[src/rtl/store_rmw_unit.sv]
// ---------------------------------------------------------------------------
// store_rmw_unit
//
// Sequential store engine sitting between the control unit and data memory.
// Word stores (SW) are written directly. Halfword and byte stores (SH/SB) are
// done as read-modify-write: read the containing word, replace the addressed
// lane(s) with the low bits of the source register, then write the word back.
// Misaligned requests are rejected without touching memory. A memory access
// that does not see mem_ready in time is abandoned and reported.
//
// Ports
//   clk          rising-edge clock
//   reset        asynchronous, active-low reset
//   start        store request, sampled only while idle
//   ss_mode      [1]=byte, else [0]=half, else word ([1] has priority)
//   addr         byte address of the store
//   store_data   source register; the stored lane comes from its LSBs
//   mem_rdata    memory read data, valid with mem_ready during a read wait
//   mem_ready    memory completion strobe (read data valid / write done)
//   mem_addr     word-aligned memory address (lane bits forced to zero)
//   mem_rd       read request, held until mem_ready or timeout
//   mem_wr       write request, held until mem_ready or timeout
//   mem_wdata    merged write word, stable while mem_wr is high
//   busy         high in every state except idle
//   done         one-cycle pulse when a store ends (success or error)
//   err_align    one-cycle pulse with done: misaligned store, nothing written
//   err_timeout  one-cycle pulse with done: mem_ready missed, access aborted
// ---------------------------------------------------------------------------
module store_rmw_unit #(
  parameter int DATA_W   = 32,
  parameter int ADDR_W   = 32,
  parameter int WAIT_MAX = 15
) (
  input  logic              clk,
  input  logic              reset,
  input  logic              start,
  input  logic [1:0]        ss_mode,
  input  logic [ADDR_W-1:0] addr,
  input  logic [DATA_W-1:0] store_data,
  input  logic [DATA_W-1:0] mem_rdata,
  input  logic              mem_ready,
  output logic [ADDR_W-1:0] mem_addr,
  output logic              mem_rd,
  output logic              mem_wr,
  output logic [DATA_W-1:0] mem_wdata,
  output logic              busy,
  output logic              done,
  output logic              err_align,
  output logic              err_timeout
);

  localparam int NB = DATA_W / 8;
  localparam int LB = $clog2(NB);
  localparam int CW = $clog2(WAIT_MAX + 1);

  typedef enum logic [2:0] {
    S_IDLE      = 3'd0,
    S_RD_REQ    = 3'd1,
    S_RD_WAIT   = 3'd2,
    S_WR_REQ    = 3'd3,
    S_WR_WAIT   = 3'd4,
    S_ALIGN_ERR = 3'd5,
    S_DONE      = 3'd6
  } state_e;

  state_e            state_q;
  logic              byte_q;
  logic [LB-1:0]     off_q;
  logic [15:0]       data_q;
  logic [CW-1:0]     wait_cnt_q;
  logic [ADDR_W-1:0] mem_addr_q;
  logic              mem_rd_q;
  logic              mem_wr_q;
  logic [DATA_W-1:0] mem_wdata_q;
  logic              busy_q;
  logic              done_q;
  logic              err_align_q;
  logic              err_timeout_q;

  logic              req_byte_s;
  logic              req_half_s;
  logic              req_word_s;
  logic              aligned_s;
  logic              wait_expired_s;
  logic [ADDR_W-1:0] mem_addr_d;
  logic [DATA_W-1:0] merge_d;
  logic [CW-1:0]     wait_cnt_d;

  // Replace the addressed byte (or the byte pair for a halfword) of the word
  // just read; every other lane keeps the value read from memory.
  function automatic logic [DATA_W-1:0] merge_lanes(
    input logic [DATA_W-1:0] old_word,
    input logic [15:0]       src,
    input logic [LB-1:0]     off,
    input logic              is_byte
  );
    logic [DATA_W-1:0] res;
    logic [LB-1:0]     off_hi;
    res    = old_word;
    off_hi = off + LB'(1);
    for (int i = 0; i < NB; i++) begin
      if (LB'(i) == off) begin
        res[8*i +: 8] = src[7:0];
      end else if (!is_byte && (LB'(i) == off_hi)) begin
        res[8*i +: 8] = src[15:8];
      end else begin
        res[8*i +: 8] = old_word[8*i +: 8];
      end
    end
    return res;
  endfunction

  // Request decode, alignment check, merged write word and wait-count step.
  always_comb begin
    req_byte_s = ss_mode[1];
    req_half_s = ~ss_mode[1] & ss_mode[0];
    req_word_s = ~ss_mode[1] & ~ss_mode[0];
    if (req_byte_s) begin
      aligned_s = 1'b1;
    end else if (req_half_s) begin
      aligned_s = ~addr[0];
    end else begin
      aligned_s = (addr[LB-1:0] == {LB{1'b0}});
    end
    mem_addr_d     = {addr[ADDR_W-1:LB], {LB{1'b0}}};
    merge_d        = merge_lanes(mem_rdata, data_q, off_q, byte_q);
    wait_cnt_d     = wait_cnt_q + CW'(1);
    // The access is abandoned on the cycle the missed-ready count hits WAIT_MAX.
    wait_expired_s = (wait_cnt_d == CW'(WAIT_MAX));
  end

  // Store sequencer; all memory-side and status outputs are registered here.
  always_ff @(posedge clk or negedge reset) begin
    if (!reset) begin
      state_q       <= S_IDLE;
      byte_q        <= 1'b0;
      off_q         <= {LB{1'b0}};
      data_q        <= 16'h0000;
      wait_cnt_q    <= {CW{1'b0}};
      mem_addr_q    <= {ADDR_W{1'b0}};
      mem_rd_q      <= 1'b0;
      mem_wr_q      <= 1'b0;
      mem_wdata_q   <= {DATA_W{1'b0}};
      busy_q        <= 1'b0;
      done_q        <= 1'b0;
      err_align_q   <= 1'b0;
      err_timeout_q <= 1'b0;
    end else begin
      case (state_q)
        S_IDLE: begin
          done_q        <= 1'b0;
          err_align_q   <= 1'b0;
          err_timeout_q <= 1'b0;
          if (start) begin
            byte_q     <= req_byte_s;
            off_q      <= addr[LB-1:0];
            data_q     <= store_data[15:0];
            mem_addr_q <= mem_addr_d;
            wait_cnt_q <= {CW{1'b0}};
            busy_q     <= 1'b1;
            if (!aligned_s) begin
              state_q <= S_ALIGN_ERR;
            end else if (req_word_s) begin
              // A full word needs no read; the write word is the source as-is.
              mem_wdata_q <= store_data;
              mem_wr_q    <= 1'b1;
              state_q     <= S_WR_REQ;
            end else begin
              mem_rd_q <= 1'b1;
              state_q  <= S_RD_REQ;
            end
          end else begin
            busy_q <= 1'b0;
          end
        end

        // First request cycle: mem_ready is not looked at yet.
        S_RD_REQ: begin
          state_q <= S_RD_WAIT;
        end

        S_RD_WAIT: begin
          if (mem_ready) begin
            // Read and write requests swap on the same edge, never overlapping.
            mem_rd_q    <= 1'b0;
            mem_wr_q    <= 1'b1;
            mem_wdata_q <= merge_d;
            wait_cnt_q  <= {CW{1'b0}};
            state_q     <= S_WR_REQ;
          end else if (wait_expired_s) begin
            mem_rd_q      <= 1'b0;
            wait_cnt_q    <= wait_cnt_d;
            done_q        <= 1'b1;
            err_timeout_q <= 1'b1;
            state_q       <= S_DONE;
          end else begin
            wait_cnt_q <= wait_cnt_d;
          end
        end

        S_WR_REQ: begin
          state_q <= S_WR_WAIT;
        end

        S_WR_WAIT: begin
          if (mem_ready) begin
            mem_wr_q <= 1'b0;
            done_q   <= 1'b1;
            state_q  <= S_DONE;
          end else if (wait_expired_s) begin
            mem_wr_q      <= 1'b0;
            wait_cnt_q    <= wait_cnt_d;
            done_q        <= 1'b1;
            err_timeout_q <= 1'b1;
            state_q       <= S_DONE;
          end else begin
            wait_cnt_q <= wait_cnt_d;
          end
        end

        // Misaligned stores spend one busy cycle here so the error completion
        // has a fixed two-cycle latency and never drives the memory port.
        S_ALIGN_ERR: begin
          done_q      <= 1'b1;
          err_align_q <= 1'b1;
          state_q     <= S_DONE;
        end

        // done and any error flag are high for exactly this cycle.
        S_DONE: begin
          done_q        <= 1'b0;
          err_align_q   <= 1'b0;
          err_timeout_q <= 1'b0;
          busy_q        <= 1'b0;
          state_q       <= S_IDLE;
        end

        default: begin
          mem_rd_q      <= 1'b0;
          mem_wr_q      <= 1'b0;
          busy_q        <= 1'b0;
          done_q        <= 1'b0;
          err_align_q   <= 1'b0;
          err_timeout_q <= 1'b0;
          state_q       <= S_IDLE;
        end
      endcase
    end
  end

  assign mem_addr    = mem_addr_q;
  assign mem_rd      = mem_rd_q;
  assign mem_wr      = mem_wr_q;
  assign mem_wdata   = mem_wdata_q;
  assign busy        = busy_q;
  assign done        = done_q;
  assign err_align   = err_align_q;
  assign err_timeout = err_timeout_q;

endmodule

[config.mk]
export PLATFORM = sky130hd
export DESIGN_NAME = store_rmw_unit
export DESIGN_NICKNAME = d
export VERILOG_FILES = /design/src/rtl/store_rmw_unit.sv
export SDC_FILE = /design/constraint.sdc
export NUM_CORES = 1
export LEC_CHECK = 0
export ABC_AREA = 1
export CAP_MARGIN = 20
export CORE_MARGIN = 5
export CORE_UTILIZATION = 46
export CTS_CLUSTER_SIZE = 8
export DETAILED_ROUTE_END_ITERATION = 12
export GPL_TIMING_DRIVEN = 0
export PLACE_DENSITY = 0.8
export SETUP_SLACK_MARGIN = 0.5
export SYNTH_ARGS = -nofsm -noshare
export SYNTH_HDL_FRONTEND = slang
export SYNTH_SLANG_ARGS = --single-unit
[constraint.sdc]
create_clock -name clk -period 1.74 [get_ports clk]
set_input_delay 0.348 -clock clk [delete_from_list [all_inputs] [get_ports clk]]
set_output_delay 0.348 -clock clk [all_outputs]
set_load 0.005 [all_outputs]
==> run_summary.xml <==
<?xml version="1.0" encoding="UTF-8"?>
<metrics>
  <group name="clocking">
    <metric name="cts-root-buf" unit="">sky130_fd_sc_hd__clkbuf_8</metric>
    <metric name="cts-htree-levels" unit="">3</metric>
    <metric name="number_of_sinks_driven_by_the_clock_tree" unit="">94</metric>
    <metric name="tritoncts" unit="">done</metric>
    <metric name="numCtsBuffers" unit="">9</metric>
    <metric name="clk_pin_slew" unit="ns">0.09</metric>
    <metric name="clock_latency" unit="ns">0.37</metric>
    <metric name="cts-root-to-sink-buffers" unit="">2</metric>
  </group>
  <group name="grt">
    <metric name="global_route.usage.total" unit="">0.259</metric>
    <metric name="busiest_layer" unit="">met2</metric>
    <metric name="grt_first_pass_wirelength" unit="um">26800</metric>
    <metric name="grt_use_met2" unit="">0.425</metric>
    <metric name="grt_antenna_before_repair" unit="">0</metric>
    <metric name="grt_start_max_net_pins" unit="">57</metric>
    <metric name="gr-usage-met3" unit="">0.0648</metric>
    <metric name="first_global_vias" unit="">5361</metric>
    <metric name="met1_usage" unit="">0.335</metric>
    <metric name="sum_of_overflow_across_all_layers_after_global_routing" unit="">0</metric>
  </group>
  <group name="routing">
    <metric name="drc_violations" unit="">0</metric>
    <metric name="vias" unit="">5376</metric>
    <metric name="drtAntennaViolNets" unit="">0</metric>
    <metric name="route.detailed.wl_per_inst" unit="um">17.3</metric>
    <metric name="dr.first_iter.drc_count" unit="">407</metric>
    <metric name="wirelength" unit="um">18100</metric>
    <metric name="dr.pass1.iters" unit="">6</metric>
    <metric name="route.detailed.vias_per_inst" unit="">5.15</metric>
  </group>
  <group name="cells_and_area">
    <metric name="stdcell_area" unit="um2">8210</metric>
    <metric name="final_layout_size_suffix_gt1_frac" unit="">0.364</metric>
    <metric name="post-route-util" unit="">0.754</metric>
    <metric name="antenna_cells" unit="">0</metric>
    <metric name="number_of_nets_in_the_layout" unit="">1002</metric>
    <metric name="final_non_filler_cell_total" unit="">1043</metric>
    <metric name="layout_overhead_on_the_synthesized_area" unit="%">59.7</metric>
  </group>
  <group name="yosys">
    <metric name="synth_enable_flop_cells" unit="">0</metric>
    <metric name="ys.warnings.count" unit="">0</metric>
    <metric name="post-synth-top-count-cell" unit="">sky130_fd_sc_hd__nand2_1</metric>
    <metric name="ys_ff_latch" unit="">94</metric>
    <metric name="synth_top_cell_area_share" unit="">0.457</metric>
    <metric name="netlist.top_cell.by_area" unit="">sky130_fd_sc_hd__dfrtp_1</metric>
    <metric name="synth_area" unit="um2">5140</metric>
    <metric name="postSynthAreaPerCell" unit="um2">8.07</metric>
    <metric name="synth.lib_cells_used.distinct" unit="">26</metric>
    <metric name="synthesis.instances" unit="">637</metric>
    <metric name="yosys-top-cells-area" unit="">sky130_fd_sc_hd__dfrtp_1 (46%), sky130_fd_sc_hd__nand2_1 (21%), sky130_fd_sc_hd__mux2_4 (10%)</metric>
    <metric name="ys.flop_type" unit="">sky130_fd_sc_hd__dfrtp_1</metric>
    <metric name="synth-seq-area-share" unit="">0.457</metric>
    <metric name="synth_commonest_cells" unit="">sky130_fd_sc_hd__nand2_1 (287), sky130_fd_sc_hd__dfrtp_1 (94), sky130_fd_sc_hd__nand3_1 (42), sky130_fd_sc_hd__a21oi_1 (41)</metric>
    <metric name="asyncSetResetFlopFracSynth" unit="">1.00</metric>
  </group>
  <group name="timing">
    <metric name="timing.final.crit_period" unit="ns">1.70</metric>
    <metric name="setup_viol" unit="">0</metric>
    <metric name="setup_slack" unit="ns">0.0441</metric>
    <metric name="min_period_over_period" unit="">0.975</metric>
    <metric name="final_hold_viol_count" unit="">0</metric>
    <metric name="finalClockSkew" unit="ns">0.00896</metric>
    <metric name="grt_setup_unrepaired" unit="">yes</metric>
    <metric name="fin_worst_hold_slack" unit="ns">0.441</metric>
    <metric name="slew_violations" unit="">0</metric>
    <metric name="max_clock_freq" unit="GHz">0.590</metric>
  </group>
  <group name="worst_setup_path">
    <metric name="cp_common_cell" unit="">sky130_fd_sc_hd__nor2_4</metric>
    <metric name="critical_path_cell_by_cell" unit="">buf_6 -&gt; nor2_4 -&gt; buf_12 -&gt; nand3_4 -&gt; nor2_4 -&gt; nor2_4 -&gt; nand2_8 -&gt; clkinv_8 -&gt; clkbuf_16 -&gt; nand2_1 -&gt; nand2_1</metric>
    <metric name="worst_setup_path_end_kind" unit="">flop</metric>
    <metric name="critPathLaunchType" unit="">flop</metric>
    <metric name="critPathMaxFanout" unit="">7</metric>
    <metric name="worst_r2r_endpoint" unit="">mem_wdata[7]</metric>
    <metric name="reg2regPathDepth" unit="">11</metric>
    <metric name="cp.arrival" unit="ns">1.96</metric>
    <metric name="required_worst_endpoint" unit="ns">2.01</metric>
    <metric name="reg2reg_setup_slack" unit="ns">0.04</metric>
    <metric name="critical_path.n_buffers_inverters" unit="">4</metric>
    <metric name="reg2reg_from" unit="">state_q[2]</metric>
    <metric name="critical_path.max_stage_delay" unit="ns">0.40</metric>
    <metric name="timing_worst_setup_path_type" unit="">reg2reg</metric>
    <metric name="path_delay_family" unit="">simple AND/OR/NAND/NOR gates</metric>
    <metric name="critPathSlowestCell" unit="">sky130_fd_sc_hd__dfrtp_1</metric>
    <metric name="cp_num_cells" unit="">11</metric>
  </group>
  <group name="placement">
    <metric name="dp_worst_setup_slack" unit="ns">-0.216</metric>
    <metric name="portBuffers" unit="">169</metric>
    <metric name="place.detailed.hpwl" unit="um">12400</metric>
    <metric name="placed_cells" unit="">948</metric>
    <metric name="gp_congestion" unit="">0.944</metric>
    <metric name="dpl-instance-area" unit="um2">7070</metric>
  </group>
  <group name="run">
    <metric name="max-cap-violations" unit="">0</metric>
  </group>
  <group name="pwr">
    <metric name="power.leakage" unit="nW">4.28</metric>
    <metric name="vdd_drop_max" unit="uV">948</metric>
    <metric name="powerDensity" unit="nW/um2">1710</metric>
  </group>
  <group name="floorplan">
    <metric name="die_height" unit="um">116</metric>
    <metric name="die-width" unit="um">116</metric>
    <metric name="initial_core_util" unit="">0.472</metric>
    <metric name="die_area" unit="um2">13400</metric>
    <metric name="boundaryPins" unit="">172</metric>
    <metric name="design.core.area" unit="um2">10900</metric>
    <metric name="site_rows" unit="">38</metric>
  </group>
  <group name="outcome">
    <metric name="run_status" unit="">complete, no violations</metric>
  </group>
  <group name="hold_path">
    <metric name="hp-class" unit="">in2async</metric>
  </group>
</metrics>
==> per-stage QoR <==
stage / setup TNS (ns) / total power [mW]
2_1_floorplan: 0 / 7.69
5_1_grt: -0.205 / 15.0
3_5_place_dp: -5.53 / 10.6
3_3_place_gp: -290.78 / 10.4
4_1_cts: 0 / 12.5
6_report: 0 / 14.1
==> area by class of cell <==
cell class,count,area [um2]
Multi-Input combinational cell,476,2830
Fill cell,777,2670
Sequential cell,94,2360
Timing Repair Buffer,248,2150
Buffer,22,267
Inverter,47,211
Tap cell,140,175
Clock buffer,11,141
Clock inverter,5,82.6
==> worst register-to-register path: cells and delay by family (launching register included) <==
family,cells,cell delay (ns)
and+or+nand+nor,7,0.61
buffers and inverters,4,0.57
DFF,1,0.40
==> cell usage in the layout (no fill, tap or decap), drive strengths merged, types with 21 or more instances in the layout <==
cell and n:
a21oi 41, buf 159, clkbuf 21, clkdlybuf4s50 99, dfrtp 94, inv 46
mux2 37, nand2 296, nand3 42, nor2 23, o21ai 27
==> per-layer routing <==
metal  vias to the layer above  share of wire
met5                         -              0
met4                         0          0.022
met3                        34          0.088
met2                       259           0.49
met1                      2524           0.40
li1                       2559              -
==> flip-flops by register name, indices dropped and copies added (netlist names) <==
register     flops
state_q          3
err_timeout      1
wait_cnt_q       4
mem_wr           1
data_q          16
busy             1
done             1
err_align        1
mem_wdata       32
mem_addr        30
off_q            2
mem_rd           1
byte_q           1
==> how the worst max path moves through the flow <==
stage / slack [ns] / start / end
finish: 0.04 / state_q[2] / mem_wdata[7]
global route: -0.02 / state_q[2] / mem_wdata[4]
CTS: 0.09 / state_q[2] / mem_wdata[12]
detailed placement: -0.22 / addr[1] / mem_wdata[12]
global placement: -3.39 / reset / state_q[0]
floorplan: 0.25 / state_q[2] / mem_addr[10]
==> repair_timing <==
action,4_1_cts,5_1_grt
endpoints found under the hold margin,38,0
resized for setup,315,118
endpoints found under the setup margin,161,218
pin swaps,16,27
setup buffers,40,28
hold buffers,1,0
cloned,2,8
==> report_power, final <==
part / internal, mW / switching [mW]
Combinational: 4.26 / 4.15
Sequential: 3.20 / 0.808
Clock: 0.853 / 0.799
==> logic make-up (layout without fill, tap and decap cells) <==
group | Yosys count | after routing | synth area share
compound gates | 71 | 71 | 0.0703
buf+inv | 69 | 333 | 0.0659
fa+ha+maj | 2 | 2 | 0.00487
flops | 94 | 94 | 0.457
other cells | 1 | 2 | 0.000729
mux | 37 | 37 | 0.107
simple gates | 363 | 364 | 0.294
Power figures use the tool's default switching activity.
